### src/rtl/alu_muldiv.sv
// Registered RISC-V ALU with iterative unsigned multiply/divide behind a start/ready/done handshake.
// Single-cycle ops finish one clock after acceptance; MUL/MULHU/DIVU/REMU take WIDTH clocks.
module alu_muldiv #(
    parameter int unsigned WIDTH = 32
) (
    input  logic             clk,
    input  logic             rst_n,
    input  logic             start,
    input  logic [WIDTH-1:0] SrcA,
    input  logic [WIDTH-1:0] SrcB,
    input  logic [3:0]       ALUControl,
    output logic             ready,
    output logic             done,
    output logic [WIDTH-1:0] ALUResult,
    output logic             Zero
);

    localparam int unsigned SHW = $clog2(WIDTH);
    localparam int unsigned CW  = SHW + 1;

    localparam logic [1:0] IDLE = 2'd0;
    localparam logic [1:0] MUL  = 2'd1;
    localparam logic [1:0] DIV  = 2'd2;

    logic [1:0]       state_q, state_d;
    logic [CW-1:0]    cnt_q, cnt_d;
    logic             sel_q, sel_d;
    // hreg: product high half (MUL) or partial remainder (DIV).
    logic [WIDTH-1:0] hreg_q, hreg_d;
    // sreg: multiplier shifting out / product low half in (MUL), dividend out / quotient in (DIV).
    logic [WIDTH-1:0] sreg_q, sreg_d;
    logic [WIDTH-1:0] opb_q, opb_d;
    logic [WIDTH-1:0] res_q, res_d;
    logic             done_q, done_d;

    logic [WIDTH-1:0] alu_res;
    logic [SHW-1:0]   shamt;
    logic             lt_s;
    logic             lt_u;

    logic [WIDTH:0]   mul_sum;
    logic [WIDTH-1:0] mul_lo_next;

    logic [WIDTH:0]   div_shift;
    logic             div_ge;
    logic [WIDTH-1:0] div_diff;
    logic [WIDTH-1:0] div_rem_next;
    logic [WIDTH-1:0] div_quo_next;

    logic             is_mul;
    logic             is_div;

    assign shamt = SrcB[SHW-1:0];
    assign lt_s  = $signed(SrcA) < $signed(SrcB);
    assign lt_u  = SrcA < SrcB;

    always_comb begin
        alu_res = SrcA;
        case (ALUControl)
            4'b0000: alu_res = SrcA + SrcB;
            4'b0001: alu_res = SrcA - SrcB;
            4'b0010: alu_res = SrcA & SrcB;
            4'b0011: alu_res = SrcA | SrcB;
            4'b0100: alu_res = SrcA ^ SrcB;
            4'b0101: alu_res = {{(WIDTH-1){1'b0}}, lt_s};
            4'b0110: alu_res = {{(WIDTH-1){1'b0}}, lt_u};
            4'b0111: alu_res = SrcA << shamt;
            4'b1000: alu_res = SrcA >> shamt;
            4'b1001: alu_res = $signed(SrcA) >>> shamt;
            default: alu_res = SrcA;
        endcase
    end

    // Shift-add step: the sum's LSB becomes the next product bit entering sreg from the top.
    assign mul_sum     = {1'b0, hreg_q} + {1'b0, (sreg_q[0] ? opb_q : {WIDTH{1'b0}})};
    assign mul_lo_next = {mul_sum[0], sreg_q[WIDTH-1:1]};

    // Restoring step; the partial remainder stays below the divisor, so WIDTH bits suffice.
    assign div_shift    = {hreg_q, sreg_q[WIDTH-1]};
    assign div_ge       = div_shift >= {1'b0, opb_q};
    assign div_diff     = div_shift[WIDTH-1:0] - opb_q;
    assign div_rem_next = div_ge ? div_diff : div_shift[WIDTH-1:0];
    assign div_quo_next = {sreg_q[WIDTH-2:0], div_ge};

    assign is_mul = (ALUControl == 4'b1010) || (ALUControl == 4'b1011);
    assign is_div = (ALUControl == 4'b1100) || (ALUControl == 4'b1101);

    always_comb begin
        state_d = state_q;
        cnt_d   = cnt_q;
        sel_d   = sel_q;
        hreg_d  = hreg_q;
        sreg_d  = sreg_q;
        opb_d   = opb_q;
        res_d   = res_q;
        done_d  = 1'b0;
        case (state_q)
            IDLE: begin
                if (start) begin
                    if (is_mul) begin
                        state_d = MUL;
                        cnt_d   = CW'(WIDTH);
                        sel_d   = ALUControl[0];
                        hreg_d  = '0;
                        sreg_d  = SrcB;
                        opb_d   = SrcA;
                    end else if (is_div) begin
                        if (SrcB == '0) begin
                            res_d  = ALUControl[0] ? SrcA : {WIDTH{1'b1}};
                            done_d = 1'b1;
                        end else begin
                            state_d = DIV;
                            cnt_d   = CW'(WIDTH);
                            sel_d   = ALUControl[0];
                            hreg_d  = '0;
                            sreg_d  = SrcA;
                            opb_d   = SrcB;
                        end
                    end else begin
                        res_d  = alu_res;
                        done_d = 1'b1;
                    end
                end
            end
            MUL: begin
                hreg_d = mul_sum[WIDTH:1];
                sreg_d = mul_lo_next;
                cnt_d  = cnt_q - CW'(1);
                if (cnt_q == CW'(1)) begin
                    res_d   = sel_q ? mul_sum[WIDTH:1] : mul_lo_next;
                    done_d  = 1'b1;
                    state_d = IDLE;
                end
            end
            DIV: begin
                hreg_d = div_rem_next;
                sreg_d = div_quo_next;
                cnt_d  = cnt_q - CW'(1);
                if (cnt_q == CW'(1)) begin
                    res_d   = sel_q ? div_rem_next : div_quo_next;
                    done_d  = 1'b1;
                    state_d = IDLE;
                end
            end
            default: state_d = IDLE;
        endcase
    end

    always_ff @(posedge clk) begin
        if (!rst_n) begin
            state_q <= IDLE;
            cnt_q   <= '0;
            sel_q   <= 1'b0;
            hreg_q  <= '0;
            sreg_q  <= '0;
            opb_q   <= '0;
            res_q   <= '0;
            done_q  <= 1'b0;
        end else begin
            state_q <= state_d;
            cnt_q   <= cnt_d;
            sel_q   <= sel_d;
            hreg_q  <= hreg_d;
            sreg_q  <= sreg_d;
            opb_q   <= opb_d;
            res_q   <= res_d;
            done_q  <= done_d;
        end
    end

    assign ready     = (state_q == IDLE);
    assign done      = done_q;
    assign ALUResult = res_q;
    assign Zero      = (res_q == '0);

endmodule

### config.mk
export PLATFORM = sky130hd
export DESIGN_NAME = alu_muldiv
export DESIGN_NICKNAME = d
export VERILOG_FILES = /design/src/rtl/alu_muldiv.sv
export SDC_FILE = /design/constraint.sdc
export NUM_CORES = 1
export LEC_CHECK = 0
export BUFFER_PORTS_ARGS = -buffer_cell sky130_fd_sc_hd__buf_2
export CAP_MARGIN = 0
export CORE_ASPECT_RATIO = 1.75
export CORE_MARGIN = 5
export CORE_UTILIZATION = 55
export DETAILED_ROUTE_END_ITERATION = 7
export GPL_TIMING_DRIVEN = 0
export PLACE_DENSITY = 0.73
export SYNTH_ARGS = -nofsm -noshare
export SYNTH_HDL_FRONTEND = slang
export SYNTH_SLANG_ARGS = --single-unit
### constraint.sdc
create_clock -name clk -period 14.3 [get_ports clk]
set_input_delay 2.86 -clock clk [delete_from_list [all_inputs] [get_ports clk]]
set_output_delay 2.86 -clock clk [all_outputs]
set_load 0.01 [all_outputs]
==> summary.md, run 1 <==
| Metric | Value |
|---|---|
| DP HPWL | `100.5 mm` |
| CTS buffer count | `17` |
| GRT overflow | `365` |
| Largest net degree at the start of global routing | `17` |
| Status | `stopped before the end` |
| Area after DPL | `0.02167 mm²` |
| Gr usage total | `72.54%` |
| Initial core utilization | `55.66%` |
| # clock sinks | `138` |
| Mapped Area | `0.02053 mm²` |
| Clk root buf | `clkbuf_16` |
| Resized cells post-CTS | `0` |
| Quantity of hold-fixing buffers added after cts | `0` |
| Fraction of registers with async set or reset after synthesis | `0%` |
| Number of flops mapped to enable cells by yosys | `0` |
| Die H | `265.6 µm` |
| Main synth FF type | `dfxtp_1` |
| Synth Warn # | `0` |
| IO Pins | `106` |
| DIE WIDTH | `156.1 µm` |
| Syn_nets | `3158` |
| Gate count of the mapped netlist | `2915` |
| Stop stage | `global routing` |
| Dpl cells | `3495` |
| First-pass GRT wire length | `232.5 mm` |
| Seq/Total Area, Yosys | `13.46%` |
| Max Root-Sink Buffers | `2` |
| PortBufs | `104` |
| Number of synthesized register bits | `138` |
| Cell Rows | `93` |
| Syn Area/Cell | `7.044 µm²` |
| Routability cong. | `1.292` |
| Setup bufs post-CTS | `0` |
| H-tree levels | `4` |
| Tool Error | `[ERROR GRT-0116] Global routing finished with congestion. Check the congestion regions in the DRC Viewer.` |
| Synth cell types | `94` |
| Vias in the first global route | `30.41k` |
| Dpl ws | `5.081 ns` |
routing by layer:
| layer | overflow | track usage, % |
|---|---|---|
| met1 | 3 | 70.82 |
| met2 | 194 | 90.90 |
| met3 | 7 | 54.53 |
| met4 | 160 | 77.01 |
| met5 | 1 | 14.76 |
logic make-up after synthesis:
kind of cell,Yosys count,synth area share (%)
AO/OA/AOI/OAI,1097,35.45
adder cells (fa/ha/maj),172,10.63
flip-flops,138,13.46
AND/OR/NAND/NOR,897,19.86
XOR/XNOR,72,3.071
buffers and inverters,394,7.739
multiplexers,145,9.799
metrics by stage:
step	util [%]	hold slack [ns]
2_1_floorplan	-	0.4653
3_3_place_gp	58.69	0.4641
3_5_place_dp	58.76	0.4713
4_1_cts	60.38	0.4812
cells in the mapped netlist (14+ instances only):
cell | number | area share [%]
a2111oi_0 | 14 | 0.60
a211oi_1 | 135 | 4.9
a21o_1 | 56 | 2.0
a21oi_1 | 299 | 7.3
a221oi_1 | 29 | 1.2
a22oi_1 | 54 | 2.0
a31oi_1 | 35 | 1.1
and2_1 | 41 | 1.2
and3_1 | 22 | 0.67
buf_1 | 24 | 0.44
buf_2 | 22 | 0.54
clkbuf_1 | 188 | 3.4
dfxtp_1 | 138 | 13
ha_1 | 168 | 10
inv_1 | 144 | 2.6
mux2_2 | 18 | 0.99
mux2i_1 | 84 | 4.1
mux4_2 | 43 | 4.7
nand2_1 | 234 | 4.3
nand2b_1 | 24 | 0.73
nand3_1 | 49 | 1.2
nand4_1 | 23 | 0.70
nor2_1 | 360 | 6.6
nor2b_1 | 15 | 0.46
nor3_1 | 44 | 1.1
nor4_1 | 26 | 0.79
o2111ai_1 | 18 | 0.77
o211ai_1 | 44 | 1.6
o21a_1 | 19 | 0.69
o21ai_0 | 194 | 4.7
o21bai_1 | 20 | 0.73
o221ai_1 | 19 | 0.81
o22ai_1 | 25 | 0.76
o31ai_1 | 16 | 0.59
or3_1 | 14 | 0.43
xnor2_1 | 44 | 1.9
xor2_1 | 28 | 1.2
==> inputs of run 2 (changes only) <==
- CORE_ASPECT_RATIO: 1.75 -> default
- CORE_UTILIZATION: 55 -> 40
- PLACE_DENSITY: 0.73 -> default
- PLACE_DENSITY_LB_ADDON: default -> 0.15
==> run 2 against run 1 <==
The flow now finishes, with violations (capacitance limit); synthesized area stayed put; synthesized cell count did not move.
==> summary.md, run 2 <==
| Metric | Value |
|---|---|
| Most frequent cells in the layout | `nor2_1, a21oi_1, nand2_1, o21ai_0, clkbuf_1` |
| Hold path endpoint | `hreg_q[15]` |
| Hold Crit Start | `hreg_q[15]` |
| Commonest non-fill, non-tap cell in the layout | `nor2_1` |
| Main synth FF type | `dfxtp_1 (unchanged)` |
| Routability cong. | `1.087 (was 1.292)` |
| Die area | `0.05596 mm²` |
| Post-Synth Adder-Cell Area | `10.63% (unchanged)` |
| CP cell instances | `buf_2, buf_2, inv_2, buf_1, buf_2, buf_1, ha_1, clkbuf_1, nor2b_1, o21ai_0, a311o_1, a211oi_2, a311oi_1, nor4b_1, o31ai_1, a21o_1, a211oi_1, o31ai_1` |
| H-tree levels | `4 (unchanged)` |
| Number of synthesized register bits | `138 (unchanged)` |
| Synth Area in Simple Gates | `19.86% (unchanged)` |
| Final setup violation count | `0` |
| Clk root buf | `clkbuf_16 (unchanged)` |
| Initial antenna violation count | `3` |
| Seq/Total Area, Yosys | `13.46% (unchanged)` |
| Status | `finished with violations (was stopped before the end)` |
| GRT overflow | `0` |
| Dpl ws | `4.836 ns (was 5.081 ns)` |
| PortBufs | `104 (unchanged)` |
| Post-layout min period | `9.395 ns` |
| Fill cells | `5507` |
| Fmax | `106.4 MHz` |
| Max Root-Sink Buffers | `2 (unchanged)` |
| Area used by multi-input combinational logic | `0.01619 mm²` |
| Worst R2R Setup Slack | `9.25 ns` |
| Worst vdd ir | `0.00009280 V` |
| Worst Path Arrival | `9.70 ns` |
| Worst Max-Slew Pin Slew | `1.463 ns` |
| Data required, critical path | `14.60 ns` |
| Mapped Area | `0.02053 mm² (unchanged)` |
| Register Area | `0.002763 mm²` |
| Fraction of registers with async set or reset after synthesis | `0% (unchanged)` |
| Setup bufs post-CTS | `0 (unchanged)` |
| First-pass GRT wire length | `174.6 mm` |
| Reg2Reg Depth | `15` |
| 1st-iter DRT viols | `3419` |
| CTS tree | `built` |
| R2R Path Start | `sreg_q[0]` |
| Area Growth Syn to Fin | `9.945%` |
| Vias in the first global route | `24.34k` |
| CTS buffer count | `17 (unchanged)` |
| DRC | `0` |
| Yosys top cell by area | `dfxtp_1 (unchanged)` |
| LEAKAGE | `8.972 nW` |
| Clock latency on the worst-skew pair | `0.46 ns` |
| Vias post-DR | `25.60k` |
| Core outline area | `0.05109 mm²` |
| Critical path's slowest cell | `a211oi_1` |
| R2R Path End | `ALUResult[29]` |
| First-pass detailed-route iteration total | `7` |
| Gr usage total | `41.73%` |
| Setup ws final | `4.905 ns` |
| Worst hold path type | `reg -> reg` |
| DIE WIDTH | `236.6 µm (was 156.1 µm)` |
| Worst setup EP type | `register` |
| Top-count cell post-synth | `nor2_1 (unchanged)` |
| Layout Nets | `3281` |
| Largest net degree at the start of global routing | `17` |
| Post-synthesis xor/xnor area fraction | `3.071% (unchanged)` |
| Final Total Pwr | `2.182 mW` |
| Most used cell, CP | `buf_2` |
| Detailed-route wire length | `123.3 mm` |
| DP HPWL | `100.5 mm (about the same)` |
| Final Skew | `0.01379 ns` |
| Synth Warn # | `0 (unchanged)` |
| Slew HR | `1.698%` |
| Syn Area/Cell | `7.044 µm² (unchanged)` |
| Gate count of the mapped netlist | `2915 (unchanged)` |
| Hold Path Depth | `2` |
| Worst-path clk slew | `0.06 ns` |
| Post-route ant nets | `0` |
| CP Class | `in -> reg` |
| Largest family of logic cells by synthesized area | `compound AO/OA/AOI/OAI gates (unchanged)` |
| Period utilisation layout | `65.70%` |
| WL/cell | `33.04 µm` |
| Initial core utilization | `40.19% (was 55.66%)` |
| Syn_nets | `3158 (unchanged)` |
| CP Buf/Inv Count | `7` |
| Drt via density | `6.860` |
| Share of layout cells above drive strength 1 | `8.948%` |
| Top post-synthesis cells by area | `dfxtp_1, ha_1, a21oi_1 (unchanged)` |
| CP Launch Type | `input pin` |
| Number of flops mapped to enable cells by yosys | `0 (unchanged)` |
| Failing checks | `capacitance limit` |
| Synth top area share | `13.46% (unchanged)` |
| Largest delay contributor family on the critical path | `compound AO/OA/AOI/OAI gates` |
| Cell Rows | `83 (was 93)` |
| # clock sinks | `138 (unchanged)` |
| Final Hold Vio Count | `0` |
| TNS Setup | `0 ns` |
| Max incr delay on CP | `0.72 ns` |
| Unrepaired setup endpoints after global routing | `false` |
| Synth cell types | `94 (unchanged)` |
| Resized cells post-CTS | `0 (unchanged)` |
| Die H | `236.6 µm (was 265.6 µm)` |
| IO Pins | `106 (unchanged)` |
| Pwr Density | `96.67 mW/mm²` |
| Post-synthesis compound-gate area fraction | `35.45% (unchanged)` |
| Top cells by count, synth | `nor2_1, a21oi_1, nand2_1 (unchanged)` |
| Quantity of hold-fixing buffers added after cts | `0 (unchanged)` |
| Slew Viols, Final | `0` |
| CP Max Fanout | `11` |
| Critical Path Start | `SrcB[2]` |
| Multiplexer share of the synthesized area | `9.799% (unchanged)` |
| Maximum capacitance violations | `1` |
## run 2: kinds of logic after synthesis
kind of cell               count (synthesis)
AOI/OAI and AO/OA                       1097
xor gates and xnor gates                  72
adders and majority gates                172
buffers and inverters                    394
DFF                                      138
muxes                                    145
and+or+nand+nor                          897
## run 2: how the worst max path moves through the flow
stage,endpoint,slack [ns],depth (start not counted)
3_3_place_gp,ALUResult[0],4.74,18
5_1_grt,ALUResult[0],4.83,18
2_1_floorplan,ALUResult[0],7.54,17
6_report,ALUResult[0],4.91,18
3_5_place_dp,ALUResult[0],4.84,18
4_1_cts,ALUResult[0],5.28,18
## run 2: final cells by class
type / count / area share (%)
antenna: 1 / 0.01109
buffer: 247 / 4.595
clock buffer: 18 / 1.945
clock inverter: 14 / 0.9700
inverter: 147 / 2.444
multi-input combinational: 2383 / 71.72
sequential: 138 / 12.24
tap: 680 / 3.769
timing repair buffer: 104 / 2.306
## run 2: layer usage
layer  vias to the layer above  wire length (µm)  GRT usage (%)
met5                         -                28              0
met4                         4             10800          27.39
met3                       550             12350          9.469
met2                      1796             54680          67.58
met1                     12191             45460          49.60
li1                      11061                 -              -
## run 2: where the power goes
group | total (mW) | switching (mW) | internal [mW]
Clock | 0.505 | 0.190 | 0.315
Sequential | 0.519 | 0.0777 | 0.441
Combinational | 1.16 | 0.807 | 0.351
## run 2: through the flow
stage | utilization (%) | instances | instance area (µm²) | hold slack, ns
2_1_floorplan | - | 2915 | 20530 | 0.4653
3_3_place_gp | 42.87 | 3699 | 21900 | 0.4951
3_5_place_dp | 42.89 | 3699 | 21910 | 0.4946
4_1_cts | 44.18 | 3731 | 22570 | 0.5043
5_1_grt | 44.18 | 3731 | 22570 | 0.5177
6_report | 44.18 | 3732 | 22570 | 0.5073
## run 2: worst min-delay path, cell delays in order, from the launching register on
cell	delay, ns
dfxtp_1	0.34
nand2_1	0.06
o21ai_0	0.06
(Power assumes the default switching activity.)
==> inputs of run 3 (changes only) <==
- clock period: 14.3 -> 7.7 ns (I/O delays scaled with it)
==> run 3 against run 2 <==
The run now ends clean; sequential share of layout area about the same; worst setup slack worse by 4.9 ns; sequential cell count stayed put; non-clock buffer count shrank 1; clock skew is 0.0025 ns lower; clock-buffer cell count did not move; critical path type unchanged; largest cell class unchanged.
==> summary.md, run 3 (synthesized netlist as in run 2, its figures left out) <==
| Metric | Value |
|---|---|
| CP Max Fanout | `20 (was 11)` |
| Die area | `0.05596 mm² (unchanged)` |
| Routability cong. | `1.087 (unchanged)` |
| LEAKAGE | `8.971 nW (was 8.972 nW)` |
| P_int | `2.056 mW (was 1.107 mW)` |
| Drt via density | `6.860 (about the same)` |
| Worst Max-Slew Pin Slew | `1.418 ns (was 1.463 ns)` |
| Worst Path Arrival | `7.95 ns (was 9.70 ns)` |
| Final Skew | `0.01127 ns (was 0.01379 ns)` |
| DIE WIDTH | `236.6 µm (unchanged)` |
| Critical path's slowest cell | `a211oi_1 (unchanged)` |
| Max incr delay on CP | `0.78 ns (was 0.72 ns)` |
| Initial core utilization | `40.19% (unchanged)` |
| Vias post-DR | `25.59k (was 25.60k)` |
| Final instance area | `0.02257 mm² (about the same)` |
| Worst hold path type | `reg -> reg (unchanged)` |
| CTS buffer count | `17 (unchanged)` |
| Worst R2R Setup Slack | `2.62 ns (was 9.25 ns)` |
| CTS tree | `built (unchanged)` |
| Most frequent cells in the layout | `nor2_1, a21oi_1, nand2_1, o21ai_0, clkbuf_1 (unchanged)` |
| GRT overflow | `0 (unchanged)` |
| Pwr Density | `179.4 mW/mm² (was 96.67 mW/mm²)` |
| Data required, critical path | `8.00 ns (was 14.60 ns)` |
| Gr usage total | `41.73% (unchanged)` |
| Psw | `1.993 mW (was 1.075 mW)` |
| End point of the critical path | `ALUResult[0] (unchanged)` |
| Status | `finished, final reports clean (was finished with violations)` |
| Post-route ant nets | `0 (unchanged)` |
| R2R Path Start | `sreg_q[0] (unchanged)` |
| Most used cell, CP | `buf_2 (unchanged)` |
| Maximum capacitance violations | `0 (was 1)` |
| Post-layout min period | `7.647 ns` |
| CP Buf/Inv Count | `6 (was 7)` |
| Area after DPL | `0.02191 mm² (unchanged)` |
| Unrepaired setup endpoints after global routing | `false (unchanged)` |
| Detailed-route wire length | `123.2 mm (was 123.3 mm)` |
| Max Root-Sink Buffers | `2 (unchanged)` |
| Layout Nets | `3280 (was 3281)` |
| Slew HR | `4.724% (was 1.698%)` |
| Worst-path clk slew | `0.06 ns (about the same)` |
| Initial antenna violation count | `3 (unchanged)` |
| Area Growth Syn to Fin | `9.927% (was 9.945%)` |
| Fmax | `130.8 MHz` |
| Share of layout cells above drive strength 1 | `8.951% (was 8.948%)` |
| Worst setup EP type | `register (unchanged)` |
| Critical Path Start | `SrcB[2] (unchanged)` |
| Fill cells | `5506 (was 5507)` |
| H-tree levels | `4 (unchanged)` |
| Power share of the combinational group | `53.0% (was 53.1%)` |
| CP Launch Type | `input pin (unchanged)` |
| First-pass GRT wire length | `174.6 mm (unchanged)` |
| Clock latency on the worst-skew pair | `0.45 ns (was 0.46 ns)` |
| Final setup violation count | `0 (unchanged)` |
| Reg2Reg Depth | `15 (unchanged)` |
| WHS | `0.5066 ns (was 0.5073 ns)` |
| PortBufs | `104 (unchanged)` |
| # clock sinks | `138 (unchanged)` |
| Vias in the first global route | `24.34k (unchanged)` |
| Final instance count without filler cells | `3731 (was 3732)` |
| Register Area | `0.002763 mm² (unchanged)` |
| First-pass detailed-route iteration total | `7 (unchanged)` |
| Setup ws final | `0.05312 ns (was 4.905 ns)` |
| Cell Rows | `83 (unchanged)` |
| DP HPWL | `100.5 mm (unchanged)` |
| R2R Path End | `ALUResult[29] (unchanged)` |
| Largest delay contributor family on the critical path | `compound AO/OA/AOI/OAI gates (unchanged)` |
| Util after Layout | `44.17% (was 44.18%)` |
| Dpl ws | `-0.4440 ns (was 4.836 ns)` |
| CP Class | `in -> reg (unchanged)` |
| Period utilisation layout | `99.31%` |
| IO Pins | `106 (unchanged)` |
| Clock power frac | `23.2% (was 23.1%)` |
| Core outline area | `0.05109 mm² (unchanged)` |
| Die H | `236.6 µm (unchanged)` |
| Dpl cells | `3699 (unchanged)` |
| Clk root buf | `clkbuf_16 (unchanged)` |
| Final Hold Vio Count | `0 (unchanged)` |
| CP cell instances | `buf_2, buf_2, inv_2, buf_1, buf_2, ha_1, clkbuf_1, nor2b_1, o21ai_0, a311o_1, a211oi_2, a311oi_1, nor4b_1, o31ai_1, a21o_1, a211oi_1, o31ai_1 (was buf_2, buf_2, inv_2, buf_1, buf_2, buf_1, ha_1, clkbuf_1, nor2b_1, o21ai_0, a311o_1, a211oi_2, a311oi_1, nor4b_1, o31ai_1, a21o_1, a211oi_1, o31ai_1)` |
| Largest net degree at the start of global routing | `17 (unchanged)` |
| Slew Viols, Final | `0 (unchanged)` |
| WL/cell | `33.01 µm (was 33.04 µm)` |
| 1st-iter DRT viols | `3412 (was 3419)` |
| Commonest non-fill, non-tap cell in the layout | `nor2_1 (unchanged)` |
| Resized cells post-CTS | `0 (unchanged)` |
| WP depth | `17 (was 18)` |
| Net Sw Frac | `49.23% (was 49.27%)` |
| Sequential Power Share | `23.8% (about the same)` |
| Worst vdd ir | `0.0001712 V (was 0.00009280 V)` |
| Area used by multi-input combinational logic | `0.01619 mm² (unchanged)` |
| DRC | `0 (unchanged)` |
==> run 3: cell count changes in the layout (fill, tap and decap cells not counted) <==
cell,before,now
buf_1,24,23
==> run 3: cell type report <==
class	count	area share [%]
timing repair buffer	104	2.306
antenna	1	0.01109
clock inverter	14	0.9701
sequential	138	12.24
buffer	246	4.579
clock buffer	18	1.946
multi-input combinational	2383	71.73
tap	680	3.770
inverter	147	2.445
==> run 3: through the flow <==
stage / setup TNS, ns / power [mW]
after CTS: 0 / 3.951
after detailed placement: -0.5713 / 3.016
after global routing: 0 / 4.172
final: 0 / 4.049
after floorplan: 0 / 2.160
after global placement: -0.9469 / 3.008
==> run 3: worst min path at each step <==
stage	startpoint	end	cells past startpoint
after floorplan	hreg_q[6]	hreg_q[6]	2
after global placement	ALUResult[26]	ALUResult[26]	2
after detailed placement	ALUResult[23]	ALUResult[23]	2
after CTS	ALUResult[26]	ALUResult[26]	2
after global routing	hreg_q[15]	hreg_q[15]	2
final	hreg_q[15]	hreg_q[15]	2
==> run 3: worst min-delay path: cells and delay by family, from the launching register on <==
kind	cells	cell delay, ns
AND/OR/NAND/NOR	1	0.06
flip-flops	1	0.34
AO/OA/AOI/OAI	1	0.06
==> run 3: power by group through the flow <==
stage	combinational, mW	sequential, mW	clock [mW]
2_1_floorplan	1.23	0.927	0
3_3_place_gp	2.04	0.967	0
3_5_place_dp	2.05	0.968	0
4_1_cts	2.06	0.954	0.937
5_1_grt	2.24	0.966	0.969
6_report	2.15	0.964	0.938
==> run 3: what timing repair did <==
item                                    CTS  global route
endpoints found under the hold margin     0             0
hold buffers                              0             0
setup buffers                             0             0
endpoints found under the setup margin    0             1
==> run 3: routing by layer <==
layer / wire length, µm / up-vias / GRT usage [%]
met5: 28 / - / 0
met4: 10440 / 4 / 27.39
met3: 12350 / 518 / 9.469
met2: 55050 / 1836 / 67.58
met1: 45290 / 12173 / 49.60
li1: - / 11063 / -
